**src/rtl/fetch_unit_if.sv**
```systemverilog
// Instruction-memory read bus between the fetch stage (master) and memory (slave).
interface fetch_unit_if;
    logic [31:0] imem_addr;
    logic        imem_req;
    logic [31:0] imem_data;
    logic        imem_ack;

    modport master (output imem_addr, output imem_req, input imem_data, input imem_ack);
    modport slave  (input imem_addr, input imem_req, output imem_data, output imem_ack);
endinterface

```
**src/rtl/fetch_unit.sv**
```systemverilog
// Instruction fetch stage: word requests to imem, one-cycle delivery pulses to decode.
// Optional macro FETCH_TRACE_EN prints delivered and discarded fetches in simulation.
module fetch_unit #(
    parameter logic [31:0] START_PC   = 32'h80020000,
    parameter int unsigned PROG_WORDS = 1024
) (
    input  logic               clk,
    input  logic               reset,
    input  logic               enable,
    input  logic               stall,
    input  logic               redirect,
    input  logic [31:0]        redirect_pc,
    fetch_unit_if.master       imem,
    output logic [31:0]        pc,
    output logic [31:0]        insn,
    output logic               valid_insn,
    output logic               done
);

    typedef enum logic [1:0] {IDLE, REQ, WAIT, DONE} state_t;

    localparam logic [31:0] PROG_LIMIT = 32'(PROG_WORDS);

    state_t      state;
    logic [31:0] fetch_pc;
    logic [31:0] addr_q;
    logic [31:0] count;
    logic        discard;
    logic [31:0] redir_addr;
    logic [31:0] req_addr;
    logic        issue;
    logic        ack_seen;

    assign redir_addr = redirect_pc & 32'hFFFF_FFFC;
    // A redirect arriving in the issuing cycle steers that very request.
    assign req_addr   = redirect ? redir_addr : fetch_pc;
    assign issue      = (state == REQ) && !stall;
    assign ack_seen   = (state == WAIT) && imem.imem_ack;

    assign imem.imem_req  = issue;
    assign imem.imem_addr = issue ? req_addr : addr_q;

    always_ff @(posedge clk) begin
        if (reset) begin
            state      <= IDLE;
            fetch_pc   <= START_PC;
            addr_q     <= 32'h0;
            count      <= 32'h0;
            discard    <= 1'b0;
            pc         <= 32'h0;
            insn       <= 32'h0;
            valid_insn <= 1'b0;
            done       <= 1'b0;
        end else begin
            valid_insn <= 1'b0;
            case (state)
                IDLE: begin
                    if (redirect) fetch_pc <= redir_addr;
                    if (enable)   state    <= REQ;
                end
                REQ: begin
                    if (redirect) fetch_pc <= redir_addr;
                    if (!stall) begin
                        addr_q <= req_addr;
                        state  <= WAIT;
                    end
                end
                WAIT: begin
                    if (redirect) fetch_pc <= redir_addr;
                    if (ack_seen) begin
                        discard <= 1'b0;
                        state   <= REQ;
                        // Data for a superseded address is dropped without counting.
                        if (!discard && !redirect) begin
                            pc         <= fetch_pc;
                            insn       <= imem.imem_data;
                            valid_insn <= 1'b1;
                            fetch_pc   <= fetch_pc + 32'd4;
                            count      <= count + 32'd1;
                            if (count + 32'd1 == PROG_LIMIT) begin
                                state <= DONE;
                                done  <= 1'b1;
                            end
                        end
                    end else if (redirect) begin
                        discard <= 1'b1;
                    end
                end
                DONE:    done  <= 1'b1;
                default: state <= IDLE;
            endcase
        end
    end

`ifdef FETCH_TRACE_EN
    always @(posedge clk) begin
        if (valid_insn)
            $display("FETCH PC: %h Insn: %h", pc, insn);
        if (!reset && ack_seen && (discard || redirect))
            $display("FETCH discard PC: %h", imem.imem_addr);
    end
`else
    // Tracing compiled out; cycle behaviour is identical.
`endif

endmodule

```
**src/flat_wrapper.sv**
```systemverilog
// flat-port wrapper written by rule: the top's interface ports become plain ports
module fetch_unit_flat 
#(
    parameter logic [31:0] START_PC   = 32'h80020000,
    parameter int unsigned PROG_WORDS = 1024
)
  (clk, reset, enable, stall, redirect, redirect_pc, pc, insn, valid_insn, done, imem_imem_addr, imem_imem_req, imem_imem_data, imem_imem_ack);
  fetch_unit_if imem_i ();
  input  logic clk;
  input  logic reset;
  input  logic enable;
  input  logic stall;
  input  logic redirect;
  input  logic [31:0] redirect_pc;
  output logic [31:0] pc;
  output logic [31:0] insn;
  output logic valid_insn;
  output logic done;
  output wire logic [$bits(imem_i.imem_addr)-1:0] imem_imem_addr;
  output wire logic [$bits(imem_i.imem_req)-1:0] imem_imem_req;
  input wire logic [$bits(imem_i.imem_data)-1:0] imem_imem_data;
  input wire logic [$bits(imem_i.imem_ack)-1:0] imem_imem_ack;
  assign imem_imem_addr = imem_i.imem_addr;
  assign imem_imem_req = imem_i.imem_req;
  assign imem_i.imem_data = imem_imem_data;
  assign imem_i.imem_ack = imem_imem_ack;
  fetch_unit #(.START_PC(START_PC), .PROG_WORDS(PROG_WORDS)) u_core (.clk(clk), .reset(reset), .enable(enable), .stall(stall), .redirect(redirect), .redirect_pc(redirect_pc), .imem(imem_i), .pc(pc), .insn(insn), .valid_insn(valid_insn), .done(done));
endmodule
```
**config.mk**
```make
export PLATFORM = sky130hd
export DESIGN_NAME = fetch_unit_flat
export DESIGN_NICKNAME = d
export VERILOG_FILES = /design/src/rtl/fetch_unit_if.sv /design/src/rtl/fetch_unit.sv /design/src/flat_wrapper.sv
export SDC_FILE = /design/constraint.sdc
export NUM_CORES = 1
export LEC_CHECK = 0
export BUFFER_PORTS_ARGS = -buffer_cell sky130_fd_sc_hd__buf_2
export CORE_UTILIZATION = 59
export CTS_CLUSTER_SIZE = 20
export DETAILED_ROUTE_END_ITERATION = 8
export GPL_ROUTABILITY_DRIVEN = 0
export PLACE_DENSITY = 0.88
export SLEW_MARGIN = 5
export SYNTH_ARGS = -nofsm -noshare
export SYNTH_HDL_FRONTEND = slang
export SYNTH_SLANG_ARGS = --single-unit
export TNS_END_PERCENT = 20
```
**constraint.sdc**
```tcl
create_clock -name clk -period 5.18 [get_ports clk]
set_input_delay 0.777 -clock clk [delete_from_list [all_inputs] [get_ports clk]]
set_output_delay 0.777 -clock clk [all_outputs]
set_load 0.01 [all_outputs]
```
==> flow_summary.toml, run 1 <==
[final_layout]
final_layout_size_suffix_gt1_share_pct = 19.4
mostFrequentLayoutCells = "nand2_1, buf_2, dfxtp_1"
fin_nets = 1220
n_antenna_cell = 0
nFillCells = 1065
final_common_cell = "nand2_1"
area_delta_synth_final_pct = 17.7
seq_area_sq_um = 3300
postLayoutCoreUtil_pct = 70.9
multi_input_area_sq_um = 4280

[timing]
report.final.setup_viol = 0
fin_worst_skew_ps = 5.67
hold_violations = 0
period_minus_slack_ps = 3280
fin_crit_sh_pct = 63.4
fmax_mhz = 304
fin_tns_setup_ps = 0
max_slew_margin_pct = 23.7
tightest_slew_ps = 1140
slew_violations = 0
rsz0062_at_grt = "no"

[detailed_routing]
postRouteAntennaNets = 0
vias = 7704
drc = 0
drt_iter0_markers = 936
vias_per_cell = 5.79
wl_per_cell_um = 14.7
dr.pass1.iters = 8
drt-total-wl_mm = 19.5

[grt]
grt_start_max_net_pins = 101
grt_pass1_wl_mm = 32.8
grt_pass1_vias = 7051
grt_use_total_pct = 28.4
grt_remaining_overflow = 0
antenna_found_initial = 0

[cts]
cts_setup_buffers = 0
cts_tree = "done"
clock_latency_ps = 420
cts_buffers = 17
holdBufCountCts = 0
htree_levels = 4
clk_pin_slew_ps = 60
cts_resized = 0
clockRootBuffer = "clkbuf_16"
cts.sinks = 165
clockBufferDepth = 2

[worst_setup_path]
crit_start = "u_core.state[1]"
crit_required_ps = 4400
critPathBufInv = 2
critical_path.endpoint = "imem_imem_addr[13]"
crit_type = "reg2out"
startpoint_type = "register"
cp-end-kind = "output port"
r2r-end = "u_core.fetch_pc[9]"
slowest_delay_ps = 800
path_cells = "inv_1 -> ha_1 -> nand2b_2 -> o21ai_0 -> buf_2"
r2r_start = "u_core.state[0]"
worst-path-stages = 5
path_max_fanout = 65
critPathArrivalTime_ps = 2510
crit_family = "simple AND/OR/NAND/NOR gates"
reg2reg_slack_ps = 2140
rr_worst_depth = 8
slowest_stage = "nand2b_2"

[logic_synthesis]
mappedNetlistArea_sq_um = 7940
synthFlopType = "dfxtp_1"
syn_area_per_cell_sq_um = 7.74
ys_seq_area_share_pct = 41.6
synth_cell_types = 64
ys_ff_latch = 165
ys_warn_count = 0
synth_cells = 1027
synthArstFlopShare_pct = 0
synth_nets = 1105
synth-edff-count = 0

[job]
cap_violations = 0

[floorplanning]
ioPinCount = 169
start_util_pct = 60.2
dieArea_sq_um = 13900
core_sq_um = 13200
die_h_um = 118
dieWidth_um = 118
rows = 42

[min_path]
min-delay-start = "u_core.insn[4]"
min_path_type = "reg2reg"

[placement]
dp_hpwl_mm = 12.9
placement.io_buffers = 166

[pwr]
swShare_pct = 24.7
pwr-share-seq_pct = 48.1
combPwrFrac_pct = 8.6
ir_worst_vdd_v = 0.000261
power.internal_mw = 2.10
switching_power_mw = 0.687
power_density_nw_per_um2 = 298
leakage_nw = 3.73
p_clk_share_pct = 43.3

[status]
status = "finished clean"
[kinds of logic (layout without fill, tap and decap cells)]
| family | after synthesis | after routing | synth area share (%) |
|---|---|---|---|
| simple gates | 452 | 452 | 27.0 |
| buf+inv | 98 | 226 | 5.01 |
| flops | 165 | 165 | 41.6 |
| fa+ha+maj | 8 | 8 | 1.26 |
| mux | 26 | 26 | 3.29 |
| compound gates | 241 | 241 | 17.8 |
| xor+xnor | 37 | 37 | 4.08 |
[cell usage after synthesis, types with 18 or more instances]
master	n	area (sq um)
nand2_1	206	773
dfxtp_1	165	3300
a21oi_1	113	566
nor2_1	75	282
o21ai_0	60	300
clkbuf_1	56	210
nand3_1	39	195
nor2b_1	32	200
mux2i_1	25	250
nand4_1	21	131
inv_1	20	75.1
xnor2_1	19	166
xor2_1	18	158
[metal layers]
metal	GRT usage [%]	vias to the layer above	share of wire, %
li1	-	3773	-
met3	6.69	45	6.6
met2	46.5	290	47
met4	9.46	0	2.3
met1	36.6	3596	44
met5	0	-	0
[power by group through the flow]
stage	clock network, mW	registers, mW	logic, mW
CTS	1.22	1.34	0.239
global placement	0	1.36	0.231
floorplan	0	1.35	0.156
global route	1.27	1.34	0.266
detailed placement	0	1.37	0.238
finish	1.20	1.34	0.240
[final cells by class]
| type | instances | share of cell area [%] |
|---|---|---|
| Tap cell | 176 | 2.35 |
| Sequential cell | 165 | 35.3 |
| Timing Repair Buffer | 174 | 9.69 |
| Inverter | 20 | 0.803 |
| Clock buffer | 20 | 4.99 |
| Clock inverter | 12 | 1.08 |
| Multi-Input combinational cell | 764 | 45.8 |
[sequential cells by signal, indices dropped and copies added, names as in the netlist]
signal,cells
u_core.count,32
u_core.discard,1
u_core.fetch_pc,32
u_core.insn,32
u_core.addr_q,32
u_core.state,2
u_core.pc,32
u_core.done,1
u_core.valid_insn,1
[stage by stage]
stage | hold WS, ps | cell area (sq um) | setup slack (ps) | power [mW] | instances
2_1_floorplan | 441 | 7940 | 2460 | 1.51 | 1027
3_3_place_gp | 439 | 8780 | 1930 | 1.59 | 1299
3_5_place_dp | 443 | 8780 | 1870 | 1.60 | 1299
4_1_cts | 453 | 9350 | 1880 | 2.79 | 1331
5_1_grt | 471 | 9350 | 1630 | 2.88 | 1331
6_report | 451 | 9350 | 1900 | 2.78 | 1331
[worst min-delay path, delay by kind of cell (launching register included)]
family / cells / cell delay [ps]
DFF: 1 / 300
and+or+nand+nor: 1 / 50
AOI/OAI and AO/OA: 1 / 50
[worst min path at each step]
| stage | to | slack (ps) | depth (start not counted) |
|---|---|---|---|
| floorplan | u_core.pc[0] | 440 | 2 |
| global placement | u_core.insn[24] | 440 | 2 |
| detailed placement | u_core.insn[19] | 440 | 2 |
| CTS | u_core.insn[4] | 450 | 2 |
| global route | u_core.insn[4] | 470 | 2 |
| finish | u_core.insn[4] | 450 | 2 |
(Power assumes the default switching activity.)
==> run 2: changes to the inputs <==
Settings changed: ABC_AREA set to 1, CORE_UTILIZATION 59 to 56, PLACE_DENSITY 0.88 to 0.84.
Clock period 5.18 ns to 3.2 ns, I/O delays scaled along.
==> flow_summary.toml, run 2 <==
[grt]
antenna_found_initial = 0
grt_remaining_overflow = 0
grt_pass1_vias = 8006
use_met1_pct = 39.5
met2_usage_pct = 46.2
grt_use_total_pct = 29.4
grt_start_max_net_pins = 129
gr-usage-met3_pct = 5.80
grt_pass1_wl_mm = 37.4
grt-busiest-layer = "met2"

[min_path]
hold_depth = 3
holdPathEnd = "u_core.insn[29]"
min_path_type = "in2reg"
min-delay-start = "imem_imem_data[29]"

[detailed_routing]
drc = 0
vias = 8752
drt-total-wl_mm = 22.7
vias_per_cell = 5.46
drt_iter0_markers = 959
postRouteAntennaNets = 0
wl_per_cell_um = 14.1
dr.pass1.iters = 5

[cts]
cts.sinks = 165
clockBufferDepth = 2
clockRootBuffer = "clkbuf_16"
clock_latency_ps = 440
cts_resized = 0
clk_pin_slew_ps = 70
cts_tree = "done"
cts_setup_buffers = 0
cts_buffers = 17
htree_levels = 4
holdBufCountCts = 0

[job]
cap_violations = 0

[timing]
fin_crit_sh_pct = 90.4
fin_tns_setup_ps = 0
report.final.setup_viol = 0
slew_violations = 0
tightest_slew_ps = 887
fmax_mhz = 346
rsz0062_at_grt = "no"
hold_slack_ps = 264
hold_violations = 0
fin_worst_skew_ps = 14.8
period_minus_slack_ps = 2890
max_slew_margin_pct = 40.9

[placement]
dp_hpwl_mm = 15.5
post_dp_cell_area_sq_um = 9320
placement.io_buffers = 166

[final_layout]
fin_nets = 1484
final_common_cell = "nand2_1"
area_delta_synth_final_pct = 18.3
mostFrequentLayoutCells = "nand2_1, nor2_1, buf_2"
nFillCells = 1274
seq_area_sq_um = 3300
fin_area_sq_um = 9920
n_antenna_cell = 0
multi_input_area_sq_um = 4390
final_layout_size_suffix_gt1_share_pct = 17.8

[status]
status = "finished clean"

[logic_synthesis]
synth_largest_area_cell = "dfxtp_1"
synth_nets = 1352
ys_ff_latch = 165
ys_warn_count = 0
ys_seq_area_share_pct = 39.4
synth_cells = 1274
synthArstFlopShare_pct = 0
yosys-top-cells-area = "dfxtp_1, nand2_1, o21ai_0, nor2_1, a21oi_1"
synthFlopType = "dfxtp_1"
synth_most_common_cell = "nand2_1"
synth_cell_types = 45
mappedNetlistArea_sq_um = 8390
synthTopCellsByCount = "nand2_1, nor2_1, dfxtp_1, o21ai_0, inv_1"
synth_top_area_share_pct = 39.4
synth-edff-count = 0
syn_area_per_cell_sq_um = 6.59

[worst_setup_path]
critPathArrivalTime_ps = 2410
path_max_fanout = 32
slowest_stage = "clkinvlp_4"
crit_type = "reg2out"
startpoint_type = "register"
rr_worst_depth = 8
r2r-end = "u_core.fetch_pc[4]"
reg2reg_slack_ps = 870
critPathBufInv = 4
crit_family = "buffers and inverters"
path_cells = "inv_1 -> ha_1 -> inv_1 -> nor2_2 -> clkinvlp_4 -> nand2_1 -> nand2_1 -> buf_2"
slowest_delay_ps = 520
worst-path-stages = 8
r2r_start = "u_core.state[0]"
crit_required_ps = 2720
cp-end-kind = "output port"

[pwr]
power.internal_mw = 3.44
total_power_mw = 4.79
swShare_pct = 28.2
leakage_nw = 4.77
ir_worst_vdd_v = 0.000450
power_density_nw_per_um2 = 483
p_clk_share_pct = 43.7
switching_power_mw = 1.35
pwr-share-seq_pct = 45.7
combPwrFrac_pct = 10.6

[floorplanning]
core_sq_um = 14600
dieArea_sq_um = 15500
dieWidth_um = 124
ioPinCount = 169
die_h_um = 124
rows = 44
start_util_pct = 57.5
==> run 2: worst max-delay path by stage <==
stage / start / slack (ps) / endpoint
after CTS: u_core.state[1] / 190 / imem_imem_addr[14]
after floorplan: redirect / 1200 / imem_imem_addr[7]
after global placement: redirect / 670 / u_core.fetch_pc[4]
after global routing: u_core.state[0] / 80 / imem_imem_addr[31]
final: u_core.state[1] / 310 / imem_imem_addr[14]
after detailed placement: redirect / 630 / u_core.fetch_pc[4]
==> run 2: area by class of cell <==
cell class	instances	share of cell area, %
Inverter	124	4.73
Sequential cell	165	33.3
Clock buffer	18	4.43
Multi-Input combinational cell	923	44.2
Clock inverter	14	1.59
Tap cell	184	2.32
Timing Repair Buffer	175	9.43
==> run 2: per-stage QoR <==
stage | instances | setup WS [ps] | util, %
2_1_floorplan | 1274 | 1200 | -
3_3_place_gp | 1571 | 673 | 63.9
3_5_place_dp | 1571 | 634 | 63.9
4_1_cts | 1603 | 186 | 68.0
5_1_grt | 1603 | 79.5 | 68.0
6_report | 1603 | 306 | 68.0
==> run 2: cell families after synthesis <==
| group | synth area share [%] |
|---|---|
| and+or+nand+nor | 31.2 |
| AOI/OAI and AO/OA | 19.0 |
| buffers and inverters | 8.47 |
| DFF | 39.4 |
| adders and majority gates | 1.19 |
| xor gates and xnor gates | 0.731 |
| muxes | 0.119 |
==> run 2: metal layers <==
layer  wire, um  part of all wire [%]
met5          0                     0
met4        573                   2.5
met3       1690                   7.4
met2      10300                    45
met1      10100                    45
==> run 2: worst register-to-register path, stage by stage (launching register included) <==
cell	delay (ps)
dfxtp_1	410
inv_1	90
ha_1	260
nand2_1	330
nor2_4	100
inv_2	390
buf_12	320
o21ai_0	110
a211oi_1	240
==> run 2: power by group through the flow <==
stage                     registers, mW  clock network (mW)  logic [mW]
after CTS                          2.19                2.11       0.501
after detailed placement           2.23                   0       0.496
after global placement             2.23                   0       0.488
after global routing               2.20                2.20       0.570
after floorplan                    2.22                   0       0.322
final                              2.19                2.09       0.507
==> run 3: changes to the inputs <==
Settings changed: ABC_AREA 1 to not set, CORE_UTILIZATION 56 to 55, PLACE_DENSITY 0.84 to 0.83.
==> flow_summary.toml, run 3 (synthesis gave the netlist of run 1 again) <==
[grt]
grt_pass1_vias = 6482
grt_start_max_net_pins = 101
grt_remaining_overflow = 0
grt_use_total_pct = 25.7
antenna_found_initial = 0
grt_pass1_wl_mm = 30.9

[cts]
clockRootBuffer = "clkbuf_16"
clockBufferDepth = 2
holdBufCountCts = 0
cts_tree = "done"
clk_pin_slew_ps = 60
cts.sinks = 165
htree_levels = 4
cts_setup_buffers = 0
clock_latency_ps = 430
cts_resized = 0
cts_buffers = 17

[detailed_routing]
vias = 7592
drt-total-wl_mm = 19.6
postRouteAntennaNets = 0
drt_iter0_markers = 692
vias_per_cell = 5.66
drc = 0
wl_per_cell_um = 14.6
dr.pass1.iters = 5

[final_layout]
fin_area_sq_um = 9450
final_layout_size_suffix_gt1_share_pct = 19.7
fin_nets = 1228
area_delta_synth_final_pct = 18.9
final_common_cell = "nand2_1"
n_antenna_cell = 0
mostFrequentLayoutCells = "nand2_1, buf_2, dfxtp_1"

[timing]
rsz0062_at_grt = "no"
report.final.setup_viol = 0
fin_crit_sh_pct = 90.8
fin_worst_skew_ps = 7.87
max_slew_margin_pct = 42.6
tightest_slew_ps = 861
hold_violations = 0
period_minus_slack_ps = 2910
slew_violations = 0
fmax_mhz = 344
fin_tns_setup_ps = 0

[worst_setup_path]
r2r_start = "u_core.count[0]"
critPathArrivalTime_ps = 2430
crit_type = "reg2out"
path_max_fanout = 40
crit_start = "u_core.state[1]"
startpoint_type = "register"
cp-end-kind = "output port"
crit_required_ps = 2720

[placement]
post_dp_cell_area_sq_um = 8850
placement.io_buffers = 166
dp_hpwl_mm = 13.0

[status]
status = "finished clean"

[pwr]
power_density_nw_per_um2 = 487
total_power_mw = 4.61
leakage_nw = 3.76
ir_worst_vdd_v = 0.000379

[floorplanning]
start_util_pct = 56.8
dieArea_sq_um = 14900
die_h_um = 122
core_sq_um = 14000
rows = 43
dieWidth_um = 122
ioPinCount = 169

[min_path]
min_path_type = "in2reg"
min-delay-start = "imem_imem_data[13]"

[job]
cap_violations = 0
run 3: cell count changes in the layout (fill, tap and decap cells not counted), moves of 24 or more:
cell | before | now
nor2b_1 | 0 | 32
nand2_1 | 333 | 206
mux2i_1 | 1 | 25
nor2_1 | 168 | 75
inv_1 | 115 | 20
o21ai_0 | 129 | 60
run 3: worst max-delay path: stages, from the launching register on:
cell      delay, ps
dfxtp_1         400
inv_1            90
ha_1            240
nand2b_2        580
buf_4           320
nand2_1          70
o21ai_0         110
buf_2           180
run 3: final cells by class:
| cell class | count | area (sq um) |
|---|---|---|
| Timing Repair Buffer | 182 | 978 |
| Tap cell | 180 | 225 |
| Multi-Input combinational cell | 764 | 4270 |
| Clock buffer | 21 | 470 |
| Inverter | 20 | 75.1 |
| Sequential cell | 165 | 3300 |
| Clock inverter | 10 | 124 |
| Fill cell | 1191 | 4540 |
run 3: worst paths after layout:
path / to / cells past startpoint / slack, ps
worst max-delay path: imem_imem_addr[16] / 7 / 290
worst min-delay path: u_core.insn[13] / 3 / 280
worst max register to register: u_core.state[1] / 8 / 500
worst min register to register: u_core.insn[3] / 2 / 450
run 3: per-layer routing:
layer	global-route usage, %	vias up	part of all wire [%]
met2	41.5	248	48
met1	34.4	3498	45
met3	5.48	37	5.3
met4	7.77	0	1.9
met5	0	-	0
li1	-	3809	-
run 3: stage by stage:
step	hold WS, ps	worst slack [ps]	util (%)	cells
floorplan	441	849	-	1027
global placement	438	661	63.3	1311
detailed placement	443	625	63.3	1311
CTS	280	309	67.5	1342
global route	282	135	67.5	1342
finish	282	295	67.5	1342
run 3: report_power, final:
group | internal, mW | leakage (nW) | switching (mW)
sequential | 2.11 | 1.34 | 0.0573
combinational | 0.163 | 2.15 | 0.234
clock | 1.21 | 0.274 | 0.833
